===== config.mk =====
export PLATFORM = sky130hd
export DESIGN_NAME = alu_op_sequencer
export DESIGN_NICKNAME = d
export VERILOG_FILES = /design/src/rtl/alu_pkg.sv /design/src/rtl/alu_nibble_slice.sv /design/src/rtl/alu_op_sequencer.sv
export SDC_FILE = /design/constraint.sdc
export NUM_CORES = 1
export LEC_CHECK = 0
export CAP_MARGIN = 20
export CORE_UTILIZATION = 55
export CTS_BUF_LIST = sky130_fd_sc_hd__clkbuf_4 sky130_fd_sc_hd__clkbuf_8
export DETAILED_ROUTE_END_ITERATION = 16
export PLACE_DENSITY_LB_ADDON = 0.12
export SYNTH_ARGS = -nofsm -noshare
export SYNTH_HDL_FRONTEND = slang
export SYNTH_SLANG_ARGS = --single-unit

===== constraint.sdc =====
create_clock -name clk -period 4.2 [get_ports clk]
set_input_delay 0.63 -clock clk [delete_from_list [all_inputs] [get_ports clk]]
set_output_delay 0.63 -clock clk [all_outputs]
set_load 0.005 [all_outputs]

===== src/rtl/alu_pkg.sv =====
// Shared definitions for the nibble-serial ALU sequencer: opcodes, FSM
// state encoding and the slice width.
package alu_pkg;

    localparam int NIBBLE_W = 4;

    // Opcodes
    localparam logic [2:0] OP_ADD  = 3'b000;
    localparam logic [2:0] OP_SUB  = 3'b001;
    localparam logic [2:0] OP_AND  = 3'b010;
    localparam logic [2:0] OP_OR   = 3'b011;
    localparam logic [2:0] OP_XOR  = 3'b100;
    localparam logic [2:0] OP_NOT  = 3'b101;
    localparam logic [2:0] OP_SHL  = 3'b110;
    localparam logic [2:0] OP_PASS = 3'b111;

    // Sequencer FSM encoding
    localparam logic [1:0] ST_IDLE = 2'd0;
    localparam logic [1:0] ST_RUN  = 2'd1;
    localparam logic [1:0] ST_DONE = 2'd2;

endpackage


===== src/rtl/alu_nibble_slice.sv =====
// Combinational 4-bit ALU slice. cin/cout chain between nibble passes;
// c3 is the carry into bit 3, used for signed overflow on the top nibble.
module alu_nibble_slice
    import alu_pkg::*;
(
    input  logic [3:0] a,
    input  logic [3:0] b,
    input  logic [2:0] op,
    input  logic       cin,
    output logic [3:0] y,
    output logic       cout,
    output logic       c3
);

    logic [3:0] b_eff;
    logic [4:0] sum;
    logic [3:0] sum_lo;

    // Shared adder: SUB is A + ~B with the chain carry acting as carry-in
    always_comb begin
        b_eff  = (op == OP_SUB) ? ~b : b;
        sum    = {1'b0, a} + {1'b0, b_eff} + {4'b0000, cin};
        sum_lo = {1'b0, a[2:0]} + {1'b0, b_eff[2:0]} + {3'b000, cin};
    end

    // Opcode decode; non-arithmetic ops force the carry chain to 0
    always_comb begin
        y    = 4'h0;
        cout = 1'b0;
        c3   = 1'b0;
        case (op)
            OP_ADD, OP_SUB: begin
                y    = sum[3:0];
                cout = sum[4];
                c3   = sum_lo[3];
            end
            OP_AND:  y = a & b;
            OP_OR:   y = a | b;
            OP_XOR:  y = a ^ b;
            OP_NOT:  y = ~a;
            OP_SHL: begin
                y    = {a[2:0], cin};
                cout = a[3];
            end
            OP_PASS: y = a;
            default: y = 4'h0;
        endcase
    end

endmodule


===== src/rtl/alu_op_sequencer.sv =====
// Runs W = 4*NIBBLES bit operations through one 4-bit slice, LSB nibble
// first, then publishes the result and full-width flags.
// Optional macro ALU_STICKY_OVF_EN adds a sticky overflow flag with clear.
//
// Handshakes: a transfer happens on a rising edge where valid && ready.
// in_ready is high only in IDLE; out_valid is high only in DONE, where
// out_y and flags stay stable until the out_valid && out_ready edge.
module alu_op_sequencer
    import alu_pkg::*;
#(
    parameter  int NIBBLES = 2,
    localparam int W       = 4 * NIBBLES
) (
    input  logic         clk,
    input  logic         rst,
    input  logic         in_valid,
    output logic         in_ready,
    input  logic [2:0]   in_op,
    input  logic [W-1:0] in_a,
    input  logic [W-1:0] in_b,
    output logic         out_valid,
    input  logic         out_ready,
    output logic [W-1:0] out_y,
    output logic         out_carry,
    output logic         out_zero,
    output logic         out_sign,
    output logic         out_overflow,
`ifdef ALU_STICKY_OVF_EN
    input  logic         sticky_clr,
    output logic         sticky_ovf,
`endif
    output logic [1:0]   dbg_state
);

    // Counter reaching NIBBLES means every nibble has been through the slice
    localparam logic [2:0] LAST_CNT = 3'(NIBBLES);

    logic [1:0]   state;
    logic [2:0]   cnt;
    logic [2:0]   op_q;
    logic [W-1:0] a_q;
    logic [W-1:0] b_q;
    logic [W-1:0] acc;
    logic         chain;
    logic         last_c3;

    logic [3:0]   a_nib;
    logic [3:0]   b_nib;
    logic [3:0]   y_nib;
    logic         s_cout;
    logic         s_c3;
    logic         fin_carry;
    logic         fin_ovf;

    assign in_ready  = (state == ST_IDLE);
    assign out_valid = (state == ST_DONE);
    assign dbg_state = state;

    // Pick the operand nibbles addressed by the pass counter
    always_comb begin
        a_nib = 4'h0;
        b_nib = 4'h0;
        for (int i = 0; i < NIBBLES; i++) begin
            if (cnt == 3'(i)) begin
                a_nib = a_q[i*NIBBLE_W +: NIBBLE_W];
                b_nib = b_q[i*NIBBLE_W +: NIBBLE_W];
            end
        end
    end

    alu_nibble_slice u_slice (
        .a    (a_nib),
        .b    (b_nib),
        .op   (op_q),
        .cin  (chain),
        .y    (y_nib),
        .cout (s_cout),
        .c3   (s_c3)
    );

    // Final carry/overflow come from the last pass's chain state
    always_comb begin
        fin_carry = 1'b0;
        fin_ovf   = 1'b0;
        case (op_q)
            OP_ADD: begin
                fin_carry = chain;
                fin_ovf   = chain ^ last_c3;
            end
            OP_SUB: begin
                fin_carry = ~chain;
                fin_ovf   = chain ^ last_c3;
            end
            OP_SHL:  fin_carry = chain;
            default: fin_carry = 1'b0;
        endcase
    end

    // Sequencer FSM: accept, one nibble per cycle, flag cycle, hold result
    always_ff @(posedge clk) begin
        if (rst) begin
            state        <= ST_IDLE;
            cnt          <= 3'd0;
            op_q         <= OP_ADD;
            a_q          <= '0;
            b_q          <= '0;
            acc          <= '0;
            chain        <= 1'b0;
            last_c3      <= 1'b0;
            out_y        <= '0;
            out_carry    <= 1'b0;
            out_zero     <= 1'b0;
            out_sign     <= 1'b0;
            out_overflow <= 1'b0;
        end else begin
            case (state)
                ST_IDLE: begin
                    if (in_valid) begin
                        op_q    <= in_op;
                        a_q     <= in_a;
                        b_q     <= in_b;
                        acc     <= '0;
                        cnt     <= 3'd0;
                        chain   <= (in_op == OP_SUB);
                        last_c3 <= 1'b0;
                        state   <= ST_RUN;
                    end
                end
                ST_RUN: begin
                    if (cnt == LAST_CNT) begin
                        out_y        <= acc;
                        out_zero     <= (acc == '0);
                        out_sign     <= acc[W-1];
                        out_carry    <= fin_carry;
                        out_overflow <= fin_ovf;
                        state        <= ST_DONE;
                    end else begin
                        for (int i = 0; i < NIBBLES; i++) begin
                            if (cnt == 3'(i)) begin
                                acc[i*NIBBLE_W +: NIBBLE_W] <= y_nib;
                            end
                        end
                        chain   <= s_cout;
                        last_c3 <= s_c3;
                        cnt     <= cnt + 3'd1;
                    end
                end
                ST_DONE: begin
                    if (out_ready) begin
                        state <= ST_IDLE;
                    end
                end
                default: state <= ST_IDLE;
            endcase
        end
    end

`ifdef ALU_STICKY_OVF_EN
    // Sticky overflow: set on an overflowing result handshake, set beats clear
    always_ff @(posedge clk) begin
        if (rst) begin
            sticky_ovf <= 1'b0;
        end else if (out_valid && out_ready && out_overflow) begin
            sticky_ovf <= 1'b1;
        end else if (sticky_clr) begin
            sticky_ovf <= 1'b0;
        end
    end
`endif

endmodule


==> flow_summary.toml, run 1 <==
[worst_setup_path]
crit_path_max_fanout = 17
criticalPathCategory = "register to register"
path_cells = "inv_1, nor3_1, xnor2_1, fa_1, inv_1, fa_1, xnor2_1, a221o_1, a311o_1, mux2i_1"
crit_start = "op_q[0]$_SDFFE_PP0P_"
crit_slowest_cell = "dfxtp_1"
worstSetupStartpointType = "register"
r2r-start = "op_q[0]$_SDFFE_PP0P_"
crit_buf_inv = 2
r2r-end = "acc[6]$_SDFFE_PP0P_"
cpPeakStageDelay_ns = 0.66
crit_family = "compound AO/OA/AOI/OAI gates"
r2r_setup_slack_ns = 0.79
crit_path_end_kind = "register"
critical_path_arrival_ns = 3.65
cp.required_ns = 4.44
r2r_cells = 10

[logic_synthesis]
ys_types = 42
synth_edf_count = 0
yosys_warnings = 0
synth.yosys.seq_area_share_pct = 36.22
synth_area_um2 = 2487
syn_nets = 368
syn_inst = 328
yosys_register_bits = 45
syn_area_per_cell_um2 = 7.583
async_flop_share_pct = 0
yosys_most_used_dff = "dfxtp_1"

[power_and_ir_drop]
power.switching_w = 0.0002915
p_leak_nw = 1.146
internal_power_w = 0.0006500
comb_power_share_pct = 19.7
irDropWorstVdd_v = 0.0002473
p_sw_share_pct = 30.96
seqPwrFrac_pct = 49.8
p_clk_share_pct = 30.5
power_density_nw_per_um2 = 318.8

[die]
die_width_um = 69.25
die_height_um = 69.25
placementRows = 24
initial_core_util_pct = 57.13
dieArea_um2 = 4796
core_area_um2 = 4354
pin_count = 39

[place]
placed_area_um2 = 2859
gp_congestion = 0.9201
dp_hpwl_um = 4561
io_buffers = 38

[clocking]
cts_made_buffers = 5
clock-sinks = 45
cts_hold_buf = 0
cts_tree = "yes"
cts_root_buf = "clkbuf_8"
cts_htree_levels = 2
worstSkewPairLatency_ns = 0.31
postCtsSetupBuffers = 0
ctsResizeCount = 0
ctsLongestPathBuffers = 2
clk_pin_slew_worst_paths_ns = 0.10

[grt]
grt_pass1_wl_um = 10120
grt_pass1_vias = 2131
track_usage_pct = 26.30
overflow = 0
grt_max_degree = 41
antenna_found_initial = 0

[drt]
wire_per_inst_um = 14.74
drc = 0
first_pass_iters = 4
vias = 2330
initialDrtViolationCount = 144
routed_via_density = 5.697
postRouteAntennaNets = 0
drt_wl_total_um = 6029

[sta]
max_freq_mhz = 293.1
worstMarginPinSlew_ns = 0.6528
final-setup-viol-count = 0
skew_ns = 0.01186
tns_ns = 0
relSlewSlack_pct = 56.15
maxSlewViolCount = 0
hold_viol = 0
fin_crit_sh_pct = 81.23
rsz0062_at_grt = "false"
finalCriticalPeriod_ns = 3.412

[status]
status = "completed"

[cells_and_area]
finalNetCount = 396
drive_above_1_share_pct = 3.922
syn_to_final_growth_pct = 18.71
n_fill_cell = 399
stdcell_area_um2 = 2953
diodes = 0

[worst_hold_path]
min_path_cells = 2
hold_start = "out_y[2]$_SDFFE_PP0P_"
hold_class = "register to register"
hold_end = "out_y[2]$_SDFFE_PP0P_"

[run]
cap_violations = 0
-- tightest hold or removal path, cell delays in order, from the launching register on --
cell and delay, ns:
dfxtp_1 0.32, nand2_1 0.05, a21oi_1 0.05
-- layer usage --
metal  GRT usage [%]  vias up  wire, um
li1                -     1164         -
met3           4.360        6       158
met2           41.64       40      2836
met4           7.710        0        73
met1           36.88     1120      2961
met5               0        -         0
-- cells in the final DEF (no fill, tap or decap), types with 2 or more instances in the layout --
master	instances
ha_1	15
a211oi_1	4
a32oi_1	2
a31oi_1	4
dfxtp_1	45
xor2_1	6
nor3b_1	3
nand3_1	3
nor4_1	2
nor2b_1	5
clkdlybuf4s50_1	38
a211o_1	4
nor3_1	6
mux2i_1	5
buf_4	2
nand2b_1	5
o21ai_0	6
a21oi_1	51
and2_1	2
nor2_1	23
inv_1	16
clkbuf_8	5
nand2_1	78
nand3b_1	2
a31o_2	3
xnor2_1	3
and3b_1	2
o211ai_1	2
fa_1	2
-- stage by stage --
step | setup slack, ns | std cells | util, % | hold slack, ns | power [W]
floorplan | 1.192 | 328 | - | 0.4320 | 0.0006027
global placement | 0.9537 | 401 | 65.66 | 0.4420 | 0.0006604
detailed placement | 0.8464 | 401 | 65.66 | 0.4476 | 0.0006631
CTS | 0.8219 | 409 | 67.82 | 0.4611 | 0.0009452
global route | 0.6233 | 409 | 67.82 | 0.4833 | 0.0009918
finish | 0.7883 | 409 | 67.82 | 0.4582 | 0.0009415
-- state kept, by name (all words and copies together) (netlist names), 2 cells and up --
name	count
a_q	8
acc	8
b_q	8
cnt	3
dbg_state	2
op_q	3
out_y	7
-- power by group through the flow --
stage          registers [W]  clock network (W)  logic (W)
2_1_floorplan       0.000467                  0   0.000135
3_3_place_gp        0.000479                  0   0.000181
3_5_place_dp        0.000479                  0   0.000184
4_1_cts             0.000469           0.000291   0.000185
5_1_grt             0.000473           0.000311   0.000208
6_report            0.000469           0.000287   0.000185
-- final cells by class --
type	count	area (um^2)	area share (%)
clock buffers	5	68.82	2.331
flip-flops and latches	45	900.9	30.51
well taps	52	65.06	2.203
clock inverters	3	25.02	0.8475
repair buffers	40	395.4	13.39
multi-input cells	248	1438	48.69
inverters	16	60.06	2.034
-- worst max-delay path by stage --
stage / to / slack (ns) / cells past startpoint
6_report: acc[6]$_SDFFE_PP0P_ / 0.79 / 10
5_1_grt: acc[2]$_SDFFE_PP0P_ / 0.62 / 10
4_1_cts: acc[6]$_SDFFE_PP0P_ / 0.82 / 10
3_5_place_dp: acc[6]$_SDFFE_PP0P_ / 0.85 / 10
3_3_place_gp: acc[6]$_SDFFE_PP0P_ / 0.95 / 10
2_1_floorplan: acc[2]$_SDFFE_PP0P_ / 1.19 / 15
-- logic make-up (layout without fill, tap and decap cells) --
group | after synthesis | after routing | synth area share [%]
AND/OR/NAND/NOR | 135 | 135 | 23.84
AO/OA/AOI/OAI | 82 | 82 | 19.62
flip-flops | 45 | 45 | 36.22
buffers and inverters | 35 | 64 | 5.985
adder cells (fa/ha/maj) | 17 | 17 | 9.155
XOR/XNOR | 9 | 9 | 3.169
multiplexers | 5 | 5 | 2.012
-- synthesized netlist by cell type, drive strengths merged, types with 4 or more instances --
| cell | instances | area [um^2] |
|---|---|---|
| inv | 16 | 60.06 |
| nor3 | 6 | 30.03 |
| a211o | 4 | 35.03 |
| o21ai | 6 | 30.03 |
| nor2 | 23 | 86.33 |
| a211oi | 4 | 30.03 |
| clkbuf | 14 | 53.80 |
| buf | 5 | 35.02 |
| a31oi | 4 | 25.02 |
| a21oi | 51 | 255.2 |
| nand2b | 5 | 31.28 |
| nor2b | 5 | 31.28 |
| dfxtp | 45 | 900.9 |
| nand2 | 78 | 292.8 |
| xor2 | 6 | 52.55 |
| ha | 15 | 187.7 |
| mux2i | 5 | 50.05 |
No activity file was read; power rests on OpenSTA's default activity.
==> run 2: changes to the inputs <==
==> constraint.sdc (replaced) <==
create_clock -name clk -period 3.3 [get_ports clk]
set_input_delay 0.495 -clock clk [delete_from_list [all_inputs] [get_ports clk]]
set_output_delay 0.495 -clock clk [all_outputs]
set_load 0.005 [all_outputs]
==> run 2 against run 1 <==
Clock skew down 0.0044 ns. Count of clock-buffer cells in the layout stayed put. Setup slack got worse by 0.60 ns. Non-clock buffer count grew 7. First-iteration DRC count rose by 68%. Total power grew 28%. Routed wire length down 0.17%. Critical path depth increased by 2. Utilization grew 1.3 points. Critical endpoint is now acc[2]$_SDFFE_PP0P_. Largest cell class unchanged.
==> flow_summary.toml, run 2 (synthesized netlist as in run 1, its figures left out) <==
[power_and_ir_drop]
comb_power_share_pct = 21.0
seqPwrFrac_pct = 49.0
irDropWorstVdd_v = 0.0002498
internal_power_w = 0.0008354
p_sw_share_pct = 30.67
power.switching_w = 0.0003696
p_clk_share_pct = 30.0
power_density_nw_per_um2 = 400.6
p_leak_nw = 1.181

[die]
placementRows = 24
pin_count = 39
dieArea_um2 = 4796
die_height_um = 69.25
initial_core_util_pct = 57.13
core_area_um2 = 4354
die_width_um = 69.25

[worst_setup_path]
cpPeakStageDelay_ns = 0.45
criticalPathCategory = "register to register"
critical_path_arrival_ns = 3.34
r2r_setup_slack_ns = 0.19
crit_path_end_kind = "register"
r2r-start = "cnt[1]$_SDFFE_PP0P_"
cp.required_ns = 3.53
path_cells = "inv_1, ha_1, nand3b_1, a21oi_1, inv_1, fa_1, inv_1, fa_1, xnor2_1, a221o_1, a311o_1, mux2i_1"
crit_path_max_fanout = 10
r2r_cells = 12
r2r-end = "acc[2]$_SDFFE_PP0P_"
worstSetupStartpointType = "register"
crit_slowest_cell = "fa_1"
cp_common_cell = "inv_1"

[grt]
antenna_found_initial = 0
grt_util_met1_pct = 37.36
grt_max_degree = 40
met3_usage_pct = 5.669
overflow = 0
grt_pass1_wl_um = 10490
top_usage_layer = "met2"
grtUsageMet2_pct = 43.04
track_usage_pct = 27.00
grt_pass1_vias = 2206

[cells_and_area]
diodes = 0
drive_above_1_share_pct = 6.044
finalNetCount = 403
layout.cells.non_filler = 416
syn_to_final_growth_pct = 20.93
reg_top3 = "a_q: 8 flops, acc: 8 flops, b_q: 8 flops"
n_fill_cell = 384
mostFrequentLayoutCell = "nand2_1"
stdcell_area_um2 = 3008
layout_common_cells = "nand2_1 (78), a21oi_1 (51), dfxtp_1 (45)"

[sta]
finalCriticalPeriod_ns = 3.113
worstMarginPinSlew_ns = 0.6445
fin_crit_sh_pct = 94.33
tns_ns = 0
rsz0062_at_grt = "false"
skew_ns = 0.007433
setup_slack_ns = 0.1870
final-setup-viol-count = 0
max_freq_mhz = 321.2
hold_viol = 0
relSlewSlack_pct = 57.04
maxSlewViolCount = 0

[clocking]
cts_htree_levels = 2
cts_hold_buf = 0
cts_made_buffers = 5
clock-sinks = 45
clk_pin_slew_worst_paths_ns = 0.09
postCtsSetupBuffers = 0
ctsResizeCount = 0
worstSkewPairLatency_ns = 0.30
ctsLongestPathBuffers = 2
cts_tree = "yes"
cts_root_buf = "clkbuf_8"

[place]
dp_hpwl_um = 4574
pre_cts_slack_ns = 0.2584
placed_area_um2 = 2912
dp_cells = 408
gp_congestion = 0.9114
io_buffers = 38

[worst_hold_path]
hold_start = "out_y[6]$_SDFFE_PP0P_"
hold_class = "register to register"
hold_end = "out_y[6]$_SDFFE_PP0P_"
min_path_cells = 2

[drt]
initialDrtViolationCount = 242
wire_per_inst_um = 14.47
vias = 2330
routed_via_density = 5.601
drt_wl_total_um = 6019
drc = 0
first_pass_iters = 4
postRouteAntennaNets = 0

[status]
status = "completed"

[run]
cap_violations = 0
[run 2: cell count changes in the layout (fill, tap and decap cells not counted), sizes merged]
| cell | change |
|---|---|
| buf | +7 |
[run 2: worst max path at each step]
stage / end / cells past startpoint / start
floorplan: acc[6]$_SDFFE_PP0P_ / 15 / cnt[1]$_SDFFE_PP0P_
global placement: acc[2]$_SDFFE_PP0P_ / 14 / cnt[0]$_SDFFE_PP0P_
detailed placement: acc[2]$_SDFFE_PP0P_ / 14 / cnt[0]$_SDFFE_PP0P_
CTS: acc[2]$_SDFFE_PP0P_ / 14 / cnt[0]$_SDFFE_PP0P_
global route: acc[2]$_SDFFE_PP0P_ / 12 / cnt[1]$_SDFFE_PP0P_
finish: acc[2]$_SDFFE_PP0P_ / 12 / cnt[1]$_SDFFE_PP0P_
[run 2: critical path: cells and delay by family (launching register included)]
kind | cells | cell delay [ns]
compound gates | 3 | 0.97
fa+ha+maj | 3 | 0.95
flops | 1 | 0.38
buf+inv | 3 | 0.31
simple gates | 1 | 0.21
mux | 1 | 0.13
xor+xnor | 1 | 0.09
[run 2: through the flow]
stage               power [W]  utilization (%)  hold slack (ns)
finish               0.001205            69.08           0.4608
floorplan           0.0007671                -           0.4320
CTS                  0.001210            69.02           0.4650
detailed placement  0.0008530            66.87           0.4520
global placement    0.0008497            66.87           0.4424
global route         0.001266            69.08           0.4851
[run 2: power groups by stage]
stage                     combinational, W  clock [W]  sequential [W]
after global placement            0.000247          0        0.000602
after floorplan                   0.000172          0        0.000595
after global routing              0.000286   0.000386        0.000593
after CTS                         0.000252   0.000368        0.000590
after detailed placement          0.000250          0        0.000603
final                             0.000254   0.000361        0.000590
[run 2: layout make-up]
cell class / count / area, um^2 / area share, %
inverters: 16 / 60.06 / 1.997
repair buffers: 47 / 447.9 / 14.89
clock buffers: 5 / 68.82 / 2.288
well taps: 52 / 65.06 / 2.163
clock inverters: 3 / 25.02 / 0.8319
flip-flops and latches: 45 / 900.9 / 29.95
multi-input cells: 248 / 1440 / 47.88
[run 2: metal layers]
metal	vias up	routed length [um]
met5	-	0
met4	0	53
met3	6	326
met2	68	2848
met1	1077	2791
li1	1179	-
